==> config.mk <==
export PLATFORM = sky130hd
export DESIGN_NAME = output_layer_scheduler
export DESIGN_NICKNAME = d
export VERILOG_FILES = /design/src/rtl/output_layer_scheduler.sv
export SDC_FILE = /design/constraint.sdc
export NUM_CORES = 1
export LEC_CHECK = 0
export CAP_MARGIN = 20
export CELL_PAD_IN_SITES_DETAIL_PLACEMENT = 0
export CELL_PAD_IN_SITES_GLOBAL_PLACEMENT = 2
export CORE_MARGIN = 5
export CORE_UTILIZATION = 32
export CTS_BUF_LIST = sky130_fd_sc_hd__clkbuf_4 sky130_fd_sc_hd__clkbuf_8
export DETAILED_ROUTE_END_ITERATION = 12
export GPL_TIMING_DRIVEN = 0
export PLACE_DENSITY = 0.79
export SYNTH_ARGS = -nofsm -noshare
export SYNTH_HDL_FRONTEND = slang
export SYNTH_SLANG_ARGS = --single-unit
==> constraint.sdc <==
create_clock -name clk -period 2.4 [get_ports clk]
set_input_delay 0.72 -clock clk [delete_from_list [all_inputs] [get_ports clk]]
set_output_delay 0.72 -clock clk [all_outputs]
set_load 0.01 [all_outputs]
==> src/rtl/output_layer_scheduler.sv <==
// ---------------------------------------------------------------------------
// output_layer_scheduler
//
// Runs one inference window over a bank of N_OUT serial accumulator output
// neurons. The window opens when this block releases the shared neuron reset
// and closes on the first cycle any neuron fires, or when the RUN-cycle
// budget is exhausted. The winning class, the decision latency and a timeout
// flag are then offered over a valid/ready handshake.
//
// Ports:
//   clk            clock
//   rst            asynchronous, active-low reset
//   start          request a new window (sampled in IDLE only)
//   abort          cancel the running window (sampled in RUN only)
//   neuron_fire    per-neuron fire flags, level
//   neuron_rst_n   registered active-low reset to all output neurons
//   busy           high while a window is running or a result is pending
//   result_valid   result available
//   result_ready   consumer accepts the result
//   result_class   winning neuron index (lowest index wins ties)
//   result_cycles  RUN cycles until the decision (MAX_CYCLES on timeout)
//   result_timeout no neuron fired within the budget
// ---------------------------------------------------------------------------
module output_layer_scheduler #(
  parameter  int N_OUT      = 10,
  parameter  int MAX_CYCLES = 2048,
  localparam int CW         = $clog2(N_OUT),
  localparam int TW         = $clog2(MAX_CYCLES + 1)
) (
  input  logic             clk,
  input  logic             rst,
  input  logic             start,
  input  logic             abort,
  input  logic [N_OUT-1:0] neuron_fire,
  output logic             neuron_rst_n,
  output logic             busy,
  output logic             result_valid,
  input  logic             result_ready,
  output logic [CW-1:0]    result_class,
  output logic [TW-1:0]    result_cycles,
  output logic             result_timeout
);

  typedef enum logic [1:0] {
    IDLE   = 2'd0,
    RUN    = 2'd1,
    REPORT = 2'd2
  } state_t;

  localparam logic [TW-1:0] LAST_CNT = TW'(MAX_CYCLES - 1);
  localparam logic [TW-1:0] BUDGET   = TW'(MAX_CYCLES);

  state_t          state, state_nxt;
  logic [TW-1:0]   cnt, cnt_nxt;
  logic            rst_n_nxt, busy_nxt, valid_nxt, timeout_nxt;
  logic [CW-1:0]   class_nxt;
  logic [TW-1:0]   cycles_nxt;
  logic [CW-1:0]   fire_idx;

  // Fixed-priority encoder: scanning from the top down lets the lowest set
  // index overwrite any higher one, so bit 0 has the highest priority.
  always_comb begin
    fire_idx = '0;
    for (int i = N_OUT - 1; i >= 0; i--) begin
      if (neuron_fire[i]) fire_idx = CW'(i);
    end
  end

  // Next-state and next-output logic. Every output is registered, so the
  // values computed here become visible on the same edge as the state change.
  // Defaults hold everything, which keeps the result stable in REPORT and
  // leaves it untouched on an abort.
  always_comb begin
    state_nxt   = state;
    cnt_nxt     = cnt;
    rst_n_nxt   = neuron_rst_n;
    busy_nxt    = busy;
    valid_nxt   = result_valid;
    class_nxt   = result_class;
    cycles_nxt  = result_cycles;
    timeout_nxt = result_timeout;

    case (state)
      IDLE: begin
        if (start) begin
          state_nxt = RUN;
          cnt_nxt   = '0;
          rst_n_nxt = 1'b1;
          busy_nxt  = 1'b1;
        end
      end

      RUN: begin
        if (abort) begin
          state_nxt = IDLE;
          rst_n_nxt = 1'b0;
          busy_nxt  = 1'b0;
        end else if (|neuron_fire) begin
          // A fire on the last budget cycle still counts as a fire.
          state_nxt   = REPORT;
          class_nxt   = fire_idx;
          cycles_nxt  = cnt;
          timeout_nxt = 1'b0;
          valid_nxt   = 1'b1;
          rst_n_nxt   = 1'b0;
        end else if (cnt == LAST_CNT) begin
          state_nxt   = REPORT;
          class_nxt   = '0;
          cycles_nxt  = BUDGET;
          timeout_nxt = 1'b1;
          valid_nxt   = 1'b1;
          rst_n_nxt   = 1'b0;
        end else begin
          cnt_nxt = cnt + TW'(1);
        end
      end

      REPORT: begin
        if (result_valid && result_ready) begin
          state_nxt = IDLE;
          valid_nxt = 1'b0;
          busy_nxt  = 1'b0;
        end
      end

      default: begin
        state_nxt = IDLE;
        rst_n_nxt = 1'b0;
        busy_nxt  = 1'b0;
        valid_nxt = 1'b0;
      end
    endcase
  end

  // State and output registers. Reset is asynchronous so a window can be
  // killed mid-flight and any pending result is discarded immediately.
  always_ff @(posedge clk or negedge rst) begin
    if (!rst) begin
      state          <= IDLE;
      cnt            <= '0;
      neuron_rst_n   <= 1'b0;
      busy           <= 1'b0;
      result_valid   <= 1'b0;
      result_class   <= '0;
      result_cycles  <= '0;
      result_timeout <= 1'b0;
    end else begin
      state          <= state_nxt;
      cnt            <= cnt_nxt;
      neuron_rst_n   <= rst_n_nxt;
      busy           <= busy_nxt;
      result_valid   <= valid_nxt;
      result_class   <= class_nxt;
      result_cycles  <= cycles_nxt;
      result_timeout <= timeout_nxt;
    end
  end

endmodule
==> metrics.yaml, run 1 <==
run_status:
  status: "finished clean"
route:
  routedWlPerCell_um: 15.5
  drc: 0
  vias_per_cell: 5.17
  detail-route-antenna-nets: 0
  wirelength_um: 4380
  drtIter0Drc: 69
  drt_first_pass_iters: 4
  vias: 1463
clock_network:
  cts-buffers-inserted: 5
  cts-root-buf: "clkbuf_8"
  clkTransAtPathRegs_ns: 0.07
  cts_tree: "done"
  htreeDepth: 2
  insertion_delay_ns: 0.28
  clk_path_buf_depth: 2
  cts.sinks: 34
final_layout:
  fin_nets: 228
  drive_above_1_share_pct: 18.3
  fin_cells: 283
  utilization_pct: 44.7
  synthToLayoutAreaGrowth_pct: 37.6
  diodes: 0
  fillers: 498
  mostFrequentLayoutCells: "34 x dfrtp_1, 25 x clkdlybuf4s50_1, 21 x nand2_1"
  final_common_cell: "dfrtp_1"
synthesis:
  yosys_register_bits: 34
  ys_warn_count: 0
  synthCells: 163
  synthMuxAreaShare_pct: 0
  synthAdderAreaFrac_pct: 0.769
  synthesis.area_sq_um: 1630
  avgSynthCellArea_sq_um: 9.99
  synth-simple-area-share_pct: 20.0
  synth_xor_area_share_pct: 0
  synth_compound_area_share_pct: 23.3
  yosysSeqAreaShare_pct: 52.3
  synth_nets: 179
  synthDistinctLibCells: 39
  synth_top_family_by_area: "compound AO/OA/AOI/OAI gates"
global_route:
  antenna_found_initial: 0
  grt_pass1_wl_um: 7260
  track_usage_pct: 14.4
  grt_pass1_vias: 1460
  grt_max_degree: 35
  grt_overflow: 0
sta:
  slew_viol_final: 0
  finalCritPeriodShare_pct: 97.8
  fmax_mhz: 426
  rsz0062_at_grt: "false"
  finalCriticalPeriod_ns: 2.35
  skew_ns: 0.00333
  hold_violations: 0
  worst_slew_pin_slew_ns: 0.760
  slew_headroom_pct: 49.3
  hold_ws_ns: 0.480
  setup_violations: 0
critical_path:
  worst-path-buf-inv: 1
  rrSetupSlack_ns: 0.32
  path_cells: "dlygate4sd2_1, nor4_4, nand3_2, o41a_1, or4b_4, a21oi_2"
  critPathTopFamily: "simple AND/OR/NAND/NOR gates"
  worstSetupEndpointType: "flip-flop"
  r2r-end: "result_cycles[0]"
  worstPathArrival_ns: 2.56
  crit_fanout: 4
  reg2reg_depth: 6
  critical_path_class: "in -> reg"
  slowest_delay_ns: 0.50
  required_ns: 2.61
  reg2reg_from: "cnt[0]"
  worst_setup_path_start_kind: "primary input"
  critPathSlowestCell: "or4b_4"
min_path:
  holdPathEnd: "result_class[1]"
  hp-class: "reg -> reg"
  worstHoldStart: "result_class[1]"
  hold_depth: 2
floorplanning:
  core.rowCount: 26
  io_pins: 35
  initial_utilization_pct: 32.5
  core-area_sq_um: 5010
  die_w_um: 81.3
  die-area_sq_um: 6610
  die_h_um: 81.3
pwr:
  leakagePower_nw: 0.967
  power_density_nw_per_um2: 729
  ir_worst_vdd_v: 0.000377
placement:
  post-place-cells: 267
  globalplace.congestion: 0.785
  dp_hpwl_um: 3170
  portBuffers: 34
job:
  maxCapViolCount: 0
==> area by class of cell <==
cell class / instances / area [sq um] / share of cell area (%)
Clock buffer: 7 / 90.1 / 4.02
Buffer: 5 / 21.3 / 0.950
Timing Repair Buffer: 42 / 372 / 16.6
Clock inverter: 1 / 5.00 / 0.223
Tap cell: 70 / 87.6 / 3.91
Multi-Input combinational cell: 113 / 772 / 34.5
Sequential cell: 34 / 851 / 38.0
Inverter: 11 / 41.3 / 1.84
==> layer usage <==
metal / track usage (%) / up-vias / wire, um
met5: 0 / - / 0
met4: 4.90 / 0 / 69
met3: 4.43 / 9 / 307
met2: 24.2 / 45 / 2150
met1: 17.5 / 707 / 1850
li1: - / 702 / -
==> flip-flops by register name, summed over array words and instances, names as in the netlist <==
register	count
neuron_rst_n	1
result_valid	1
state	2
busy	1
cnt	12
result_timeout	1
result_class	4
result_cycles	12
==> worst register-to-register path, delay by kind of cell, from the launching register on <==
family / cells / cell delay (ns)
compound gates: 2 / 0.46
fa+ha+maj: 1 / 0.26
flops: 1 / 0.41
buf+inv: 1 / 0.25
simple gates: 2 / 0.59
==> cell usage after synthesis, drive strengths merged <==
cell type / instances / area share, %
a311oi: 1 / 0.54
a2bb2oi: 1 / 0.54
nor2: 12 / 2.8
nand4: 3 / 1.2
o41a: 1 / 0.69
and2: 1 / 0.38
nand2b: 1 / 0.38
clkbuf: 5 / 1.2
and3: 3 / 1.2
or4: 1 / 0.46
a41oi: 2 / 1.1
o41ai: 3 / 2.1
ha: 1 / 0.77
dfrtp: 34 / 52
nand3: 5 / 1.8
inv: 11 / 2.5
nor2b: 2 / 0.77
a311o: 1 / 0.61
nor4: 4 / 3.4
nor3: 3 / 0.92
a31oi: 3 / 1.2
o21ba: 1 / 0.61
or4b: 1 / 0.61
a31o: 2 / 1.1
a221oi: 1 / 0.54
o21bai: 2 / 0.92
a22o: 8 / 4.3
o31ai: 3 / 1.4
nand2: 22 / 5.2
o21ai: 11 / 3.4
nor3b: 1 / 0.46
or2b: 1 / 0.46
a21oi: 10 / 3.1
a221o: 1 / 0.61
a41o: 1 / 0.69
==> per-stage QoR <==
step / TNS (ns) / cell area [sq um] / setup WS [ns] / power (W)
2_1_floorplan: 0 / 1630 / 0.0766 / 0.000935
3_3_place_gp: -19.82 / 2060 / -0.768 / 0.00118
3_5_place_dp: -16.43 / 2050 / -0.796 / 0.00118
4_1_cts: 0 / 2190 / 0.0147 / 0.00165
5_1_grt: 0 / 2240 / 0.00164 / 0.00174
6_report: 0 / 2240 / 0.0536 / 0.00163
==> worst max-delay path by stage <==
| stage | startpoint | end | slack [ns] | depth (start not counted) |
|---|---|---|---|---|
| floorplan | neuron_fire[1] | cnt[2] | 0.08 | 5 |
| global placement | neuron_fire[1] | cnt[2] | -0.77 | 6 |
| detailed placement | neuron_fire[1] | cnt[2] | -0.80 | 6 |
| CTS | neuron_fire[0] | cnt[9] | 0.01 | 8 |
| global route | neuron_fire[7] | cnt[11] | 0.002 | 6 |
| finish | neuron_fire[7] | cnt[11] | 0.05 | 6 |
==> kinds of logic after synthesis <==
group / count (synthesis)
DFF: 34
and+or+nand+nor: 60
buffers and inverters: 16
AOI/OAI and AO/OA: 52
adders and majority gates: 1
==> where the power goes <==
part | switching [W] | total, W | internal, W
clock network | 0.000203 | 0.000445 | 0.000243
logic | 0.000268 | 0.000484 | 0.000217
registers | 0.0000541 | 0.000704 | 0.000650
==> timing repair <==
action | CTS | global route
endpoints found under the setup margin | 32 | 27
pin swaps | 4 | 5
gates resized for setup | 14 | 18
hold endpoints to repair | 0 | 0
setup buffers | 4 | 4
hold buffers | 0 | 0
(Power assumes the default switching activity.)
==> run 2, diff against run 1 <==
ABC_AREA = 1   (was not set)
CORE_UTILIZATION = 30   (was 32)
==> metrics.yaml, run 2 <==
run_status:
  status: "finished clean"
floorplanning:
  die_w_um: 88.0  # +8.2%
  initial_utilization_pct: 30.8  # -1.7 points
  die-area_sq_um: 7740  # +17%
  die_h_um: 88.0  # +8.2%
  core-area_sq_um: 5920  # +18%
  core.rowCount: 28  # +7.7%
  io_pins: 35  # unchanged
clock_network:
  postCtsSetupBuffers: 0  # -4
  clkTransAtPathRegs_ns: 0.07  # about the same
  insertion_delay_ns: 0.29  # about the same
  htreeDepth: 2  # unchanged
  clk_path_buf_depth: 2  # unchanged
  cts-root-buf: "clkbuf_8"
  holdBufCountCts: 0  # unchanged
  ctsResizeCount: 0  # -14
  cts-buffers-inserted: 5  # unchanged
  cts.sinks: 34  # unchanged
  cts_tree: "done"
critical_path:
  crit_top_cell: "nand2_1"
  worst-path-buf-inv: 1  # unchanged
  reg2reg_from: "cnt[1]"
  required_ns: 2.58  # -0.03 ns
  cp.depth: 9  # +3
  worst_setup_path_start_kind: "primary input"
  r2r-end: "cnt[4]"
  critical_path_class: "in -> reg"
  path_cells: "clkdlybuf4s50_1, nor2_1, nand3_1, nor2_4, nand2_2, nand2_1, nor2_1, nand2_1, nand2_1"
  worstPathArrival_ns: 2.29  # -0.27 ns
  reg2reg_depth: 8  # +2
  rrSetupSlack_ns: 0.65  # +0.33 ns
  crit_fanout: 8  # +4
  crit_start: "neuron_fire[6]"
  worstSetupEndpointType: "flip-flop"
  critPathTopFamily: "simple AND/OR/NAND/NOR gates"
  crit_path_end: "result_class[0]"
  critPathSlowestCell: "clkdlybuf4s50_1"
  slowest_delay_ns: 0.42  # -0.08 ns
placement:
  portBuffers: 34  # unchanged
  globalplace.congestion: 0.848  # +8.1%
  placedInstanceArea_sq_um: 2250  # +9.9%
  dp_hpwl_um: 3460  # +9.2%
pwr:
  p_seq_share_pct: 40.6  # -2.5 points
  combPwrFrac_pct: 26.9  # -2.8 points
  power.internal_w: 0.00114  # +2.8%
  clockPowerShare_pct: 32.5  # +5.2 points
  p_sw_w: 0.000530  # +1.0%
  ir_worst_vdd_v: 0.000290  # -23%
  switching_share_pct: 31.7  # -0.37 points
  power_density_nw_per_um2: 705  # -3.4%
  leakagePower_nw: 1.08  # +12%
final_layout:
  fillers: 620  # +24%
  final_common_cell: "nand2_1"
  synthToLayoutAreaGrowth_pct: 29.7
  fin_nets: 297  # +30%
  mostFrequentLayoutCells: "85 x nand2_1, 34 x dfrtp_1, 33 x clkdlybuf4s50_1"
  diodes: 0  # unchanged
  drive_above_1_share_pct: 10.3  # -8.0 points
  reg_top3: "cnt: 12 flops, result_cycles: 12 flops, result_class: 4 flops"
  postLayoutCellArea_sq_um: 2370  # +5.8%
synthesis:
  yosys.area.top_type: "dfrtp_1"
  synth.top_cells.by_count: "85 x nand2_1, 34 x dfrtp_1, 24 x nand3_1, 24 x nor2_1, 23 x inv_1"
  yosys_register_bits: 34  # unchanged
  avgSynthCellArea_sq_um: 7.61  # -24%
  ys_async_sr_fraction_pct: 100  # unchanged
  synth_flop_cell: "dfrtp_1"
  ys_warn_count: 0  # unchanged
  synthTopCellsByArea: "dfrtp_1 47%, nand2_1 17%, nand3_1 6.6%"
  synth_top_area_share_pct: 46.6  # -5.7 points
  synthCells: 240  # +47%
  synth-edff-count: 0  # unchanged
  synth_nets: 256  # +43%
  yosysSeqAreaShare_pct: 46.6  # -5.7 points
  synth_most_common_cell: "nand2_1"
  synthDistinctLibCells: 25  # -36%
  synthesis.area_sq_um: 1830  # +12%
sta:
  slew_viol_final: 0  # unchanged
  hold_violations: 0  # unchanged
  finalCritPeriodShare_pct: 87.7  # -10 points
  finalCriticalPeriod_ns: 2.11  # -0.240 ns
  fmax_mhz: 475  # +11%
  rsz0062_at_grt: "false"
  skew_ns: 0.00996  # +0.00663 ns
  setup_violations: 0  # unchanged
  slew_headroom_pct: 47.2  # -2.1 points
  worst_slew_pin_slew_ns: 0.792  # +0.0321 ns
  hold_ws_ns: 0.472  # -0.00779 ns
route:
  routedWlPerCell_um: 12.8  # -17%
  drtIter0Drc: 120  # +74%
  detail-route-antenna-nets: 0  # unchanged
  wirelength_um: 4570  # +4.3%
  drt_first_pass_iters: 4  # unchanged
  vias: 1614  # +10%
  drc: 0  # unchanged
  vias_per_cell: 4.52  # -13%
global_route:
  grt_overflow: 0  # unchanged
  antenna_found_initial: 0  # unchanged
  grt_pass1_wl_um: 7750  # +6.8%
  grt_pass1_vias: 1639  # +12%
  track_usage_pct: 13.0  # -1.5 points
  grt_max_degree: 35  # unchanged
min_path:
  worstHoldStart: "result_cycles[1]"
  hp-class: "reg -> reg"
job:
  maxCapViolCount: 0  # unchanged
run 2: cell count changes in the layout (fill, tap and decap cells not counted), moves of 4 or more:
cell and delta:
inv_1 +12, a22o_1 -8, xor2_1 +4, buf_4 -7, o21ai_2 +4, nor2_1 +13
nand2_1 +64, clkdlybuf4s50_1 +8, a21oi_1 -8, nor3_1 +4, clkbuf_2 -7, nand3_1 +20
run 2: stage by stage:
stage                     TNS (ns)  utilization, %  instances  setup slack, ns  total power [W]
after floorplan                  0               -        240            0.730         0.000932
after global placement       -7.84            38.2        349           -0.233          0.00115
after detailed placement   -0.0353            38.1        349          -0.0353          0.00115
after CTS                        0            40.0        357            0.266          0.00170
after global routing             0            40.0        357            0.132          0.00177
final                            0            40.0        357            0.294          0.00167
run 2: area by class of cell:
class / instances / area [sq um] / area share (%)
Sequential cell: 34 / 851 / 35.9
Timing Repair Buffer: 34 / 335 / 14.2
Buffer: 5 / 41.3 / 1.74
Clock buffer: 5 / 68.8 / 2.91
Multi-Input combinational cell: 178 / 847 / 35.8
Inverter: 23 / 86.3 / 3.65
Clock inverter: 3 / 45.0 / 1.90
Tap cell: 75 / 93.8 / 3.96
run 2: tightest hold or removal path, cell delays in order, from the launching register on:
cell,delay [ns]
dfrtp_1,0.35
nand2_1,0.05
nand2_1,0.05
run 2: kinds of logic after synthesis:
kind of cell | share of synthesized area (%)
compound gates | 5.69
xor+xnor | 1.92
fa+ha+maj | 0.685
buf+inv | 6.99
flops | 46.6
simple gates | 38.1
run 2: layer usage:
metal / part of all wire (%) / track usage [%] / up-vias
met5: 0 / 0 / -
met4: 1.2 / 3.77 / 0
met3: 5.5 / 3.10 / 6
met2: 46 / 22.3 / 28
met1: 48 / 16.2 / 739
li1: - / - / 841
run 2: worst min-delay path by stage:
stage                       end  slack (ns)  cells after the start
2_1_floorplan              busy        0.42                      0
3_3_place_gp   result_cycles[2]        0.46                      2
3_5_place_dp   result_cycles[1]        0.46                      2
4_1_cts        result_cycles[1]        0.48                      2
5_1_grt            neuron_rst_n        0.51                      2
6_report       result_cycles[1]        0.47                      2
run 2: power groups by stage:
stage | Combinational (W) | Sequential (W) | Clock, W
after floorplan | 0.000218 | 0.000714 | 0
after global placement | 0.000464 | 0.000689 | 0
after detailed placement | 0.000461 | 0.000690 | 0
after CTS | 0.000462 | 0.000678 | 0.000556
after global routing | 0.000497 | 0.000687 | 0.000583
final | 0.000450 | 0.000677 | 0.000543
==> run 3, diff against run 2 <==
CELL_PAD_IN_SITES_DETAIL_PLACEMENT = 2   (was 0)
==> metrics.yaml, run 3 (synthesized netlist as in run 2, its figures left out) <==
global_route:
  antenna_found_initial: 0  # unchanged
  track_usage_pct: 14.7  # +1.7 points
  grt_overflow: 0  # unchanged
  grt_pass1_wl_um: 8780  # +13%
  grt_max_degree: 35  # unchanged
  grt_pass1_vias: 1789  # +9.2%
sta:
  worst_slew_pin_slew_ns: 0.788  # -0.00364 ns
  rsz0062_at_grt: "false"
  finalCriticalPeriod_ns: 2.13  # +0.0281 ns
  hold_violations: 0  # unchanged
  finalCritPeriodShare_pct: 88.9  # +1.2 points
  slew_headroom_pct: 47.4  # +0.24 points
  fmax_mhz: 469  # -1.3%
  final.setup.tns_ns: 0  # unchanged
  slew_viol_final: 0  # unchanged
  layout_setup_ws_ns: 0.266  # -0.0281 ns
  skew_ns: 0.00543  # -0.00453 ns
  setup_violations: 0  # unchanged
route:
  top_layer: "met4"
  vias_per_cell: 4.80  # +6.1%
  detail-route-antenna-nets: 0  # unchanged
  drt_first_pass_iters: 4  # unchanged
  vias: 1713  # +6.1%
  drc: 0  # unchanged
  drtIter0Drc: 38  # -68%
  route.met3.wl_um: 199  # -20%
  routedWlPerCell_um: 15.1  # +18%
  routedLengthMet1_um: 2420  # +11%
  route.met2.wl_um: 2730  # +31%
  wirelength_um: 5400  # +18%
final_layout:
  drive_above_1_share_pct: 10.3  # unchanged
  postLayoutCellArea_sq_um: 2360  # -0.21%
  utilization_pct: 39.9  # -0.084 points
  fin_nets: 297  # unchanged
  diodes: 0  # unchanged
  reg_top3: "cnt: 12 flops, result_cycles: 12 flops, result_class: 4 flops"
  synthToLayoutAreaGrowth_pct: 29.5
  mostFrequentLayoutCells: "85 x nand2_1, 34 x dfrtp_1, 33 x clkdlybuf4s50_1"
  final_common_cell: "nand2_1"
clock_network:
  holdBufCountCts: 0  # unchanged
  cts-buffers-inserted: 5  # unchanged
  postCtsSetupBuffers: 0  # unchanged
  clk_path_buf_depth: 2  # unchanged
  cts.sinks: 34  # unchanged
  insertion_delay_ns: 0.29  # about the same
  clkTransAtPathRegs_ns: 0.07  # about the same
  htreeDepth: 2  # unchanged
  cts_tree: "done"
  ctsResizeCount: 0  # unchanged
  cts-root-buf: "clkbuf_8"
placement:
  placedInstanceArea_sq_um: 2250  # unchanged
  dp_hpwl_um: 4200  # +21%
  post-place-ws_ns: -0.0699  # -0.0346 ns
  portBuffers: 34  # unchanged
  globalplace.congestion: 0.848  # unchanged
critical_path:
  worstPathArrival_ns: 2.32  # +0.03 ns
  crit_fanout: 8  # unchanged
  critical_path_class: "in -> reg"
  path_cells: "clkdlybuf4s50_1, nor2_1, nand3_1, nor2_4, nand2_2, nand2_1, nor2_1, nand2_1, nand2_1"
  critPathSlowestCell: "clkdlybuf4s50_1"
  slowest_delay_ns: 0.42  # about the same
  crit_top_cell: "nand2_1"
  required_ns: 2.58  # about the same
  worst_setup_path_start_kind: "primary input"
  rrSetupSlack_ns: 0.64  # about the same
  worstSetupEndpointType: "flip-flop"
pwr:
  leakagePower_nw: 1.09  # +0.70%
  power_density_nw_per_um2: 707  # +0.29%
  ir_worst_vdd_v: 0.000261  # -10%
floorplanning:
  core-area_sq_um: 5920  # unchanged
  core.rowCount: 28  # unchanged
  initial_utilization_pct: 30.8  # unchanged
  io_pins: 35  # unchanged
  die_w_um: 88.0  # unchanged
  die_h_um: 88.0  # unchanged
  die-area_sq_um: 7740  # unchanged
run_status:
  status: "finished clean"
min_path:
  hp-class: "reg -> reg"
job:
  maxCapViolCount: 0  # unchanged
[run 3: cell types whose count changed in the layout (fill, tap and decap cells not counted), sizes merged]
cell	previous run	this run
clkinv	0	2
clkinvlp	2	0
[run 3: critical path: cells and delay by family]
family / cells / cell delay, ns
simple gates: 8 / 1.19
buf+inv: 1 / 0.42
[run 3: path summary, 6_finish.rpt]
path / startpoint / to / cells after the start
worst max-delay path: neuron_fire[6] / result_class[0] / 9
worst min-delay path: result_cycles[1] / result_cycles[1] / 2
worst max register to register: cnt[1] / cnt[9] / 8
worst min register to register: result_cycles[1] / result_cycles[1] / 2
max in group asynchronous: rst / result_cycles[3] / 1
min in group asynchronous: rst / cnt[5] / 1
[run 3: metrics by stage]
stage               total power (W)  instances  hold slack (ns)
floorplan                  0.000932        240            0.424
global route                0.00177        357            0.502
global placement            0.00115        349            0.456
CTS                         0.00170        357            0.484
finish                      0.00167        357            0.478
detailed placement          0.00117        349            0.462
[run 3: cell type report]
class                           count  area [sq um]
Timing Repair Buffer               34           335
Sequential cell                    34           851
Buffer                              5          41.3
Clock buffer                        5          68.8
Clock inverter                      3          40.0
Fill cell                         712          3560
Multi-Input combinational cell    178           847
Inverter                           23          86.3
Tap cell                           75          93.8
[run 3: power by group]
part	internal (W)	switching, W	total [W]	leakage [nW]
combinational	0.000191	0.000270	0.000461	0.567
sequential	0.000639	0.0000411	0.000680	0.463
clock	0.000306	0.000224	0.000529	0.0579
[run 3: per-layer routing]
metal	track usage, %	vias to the layer above
met5	0	-
met2	26.4	26
met4	3.35	0
met3	2.82	5
li1	-	839
met1	18.2	843
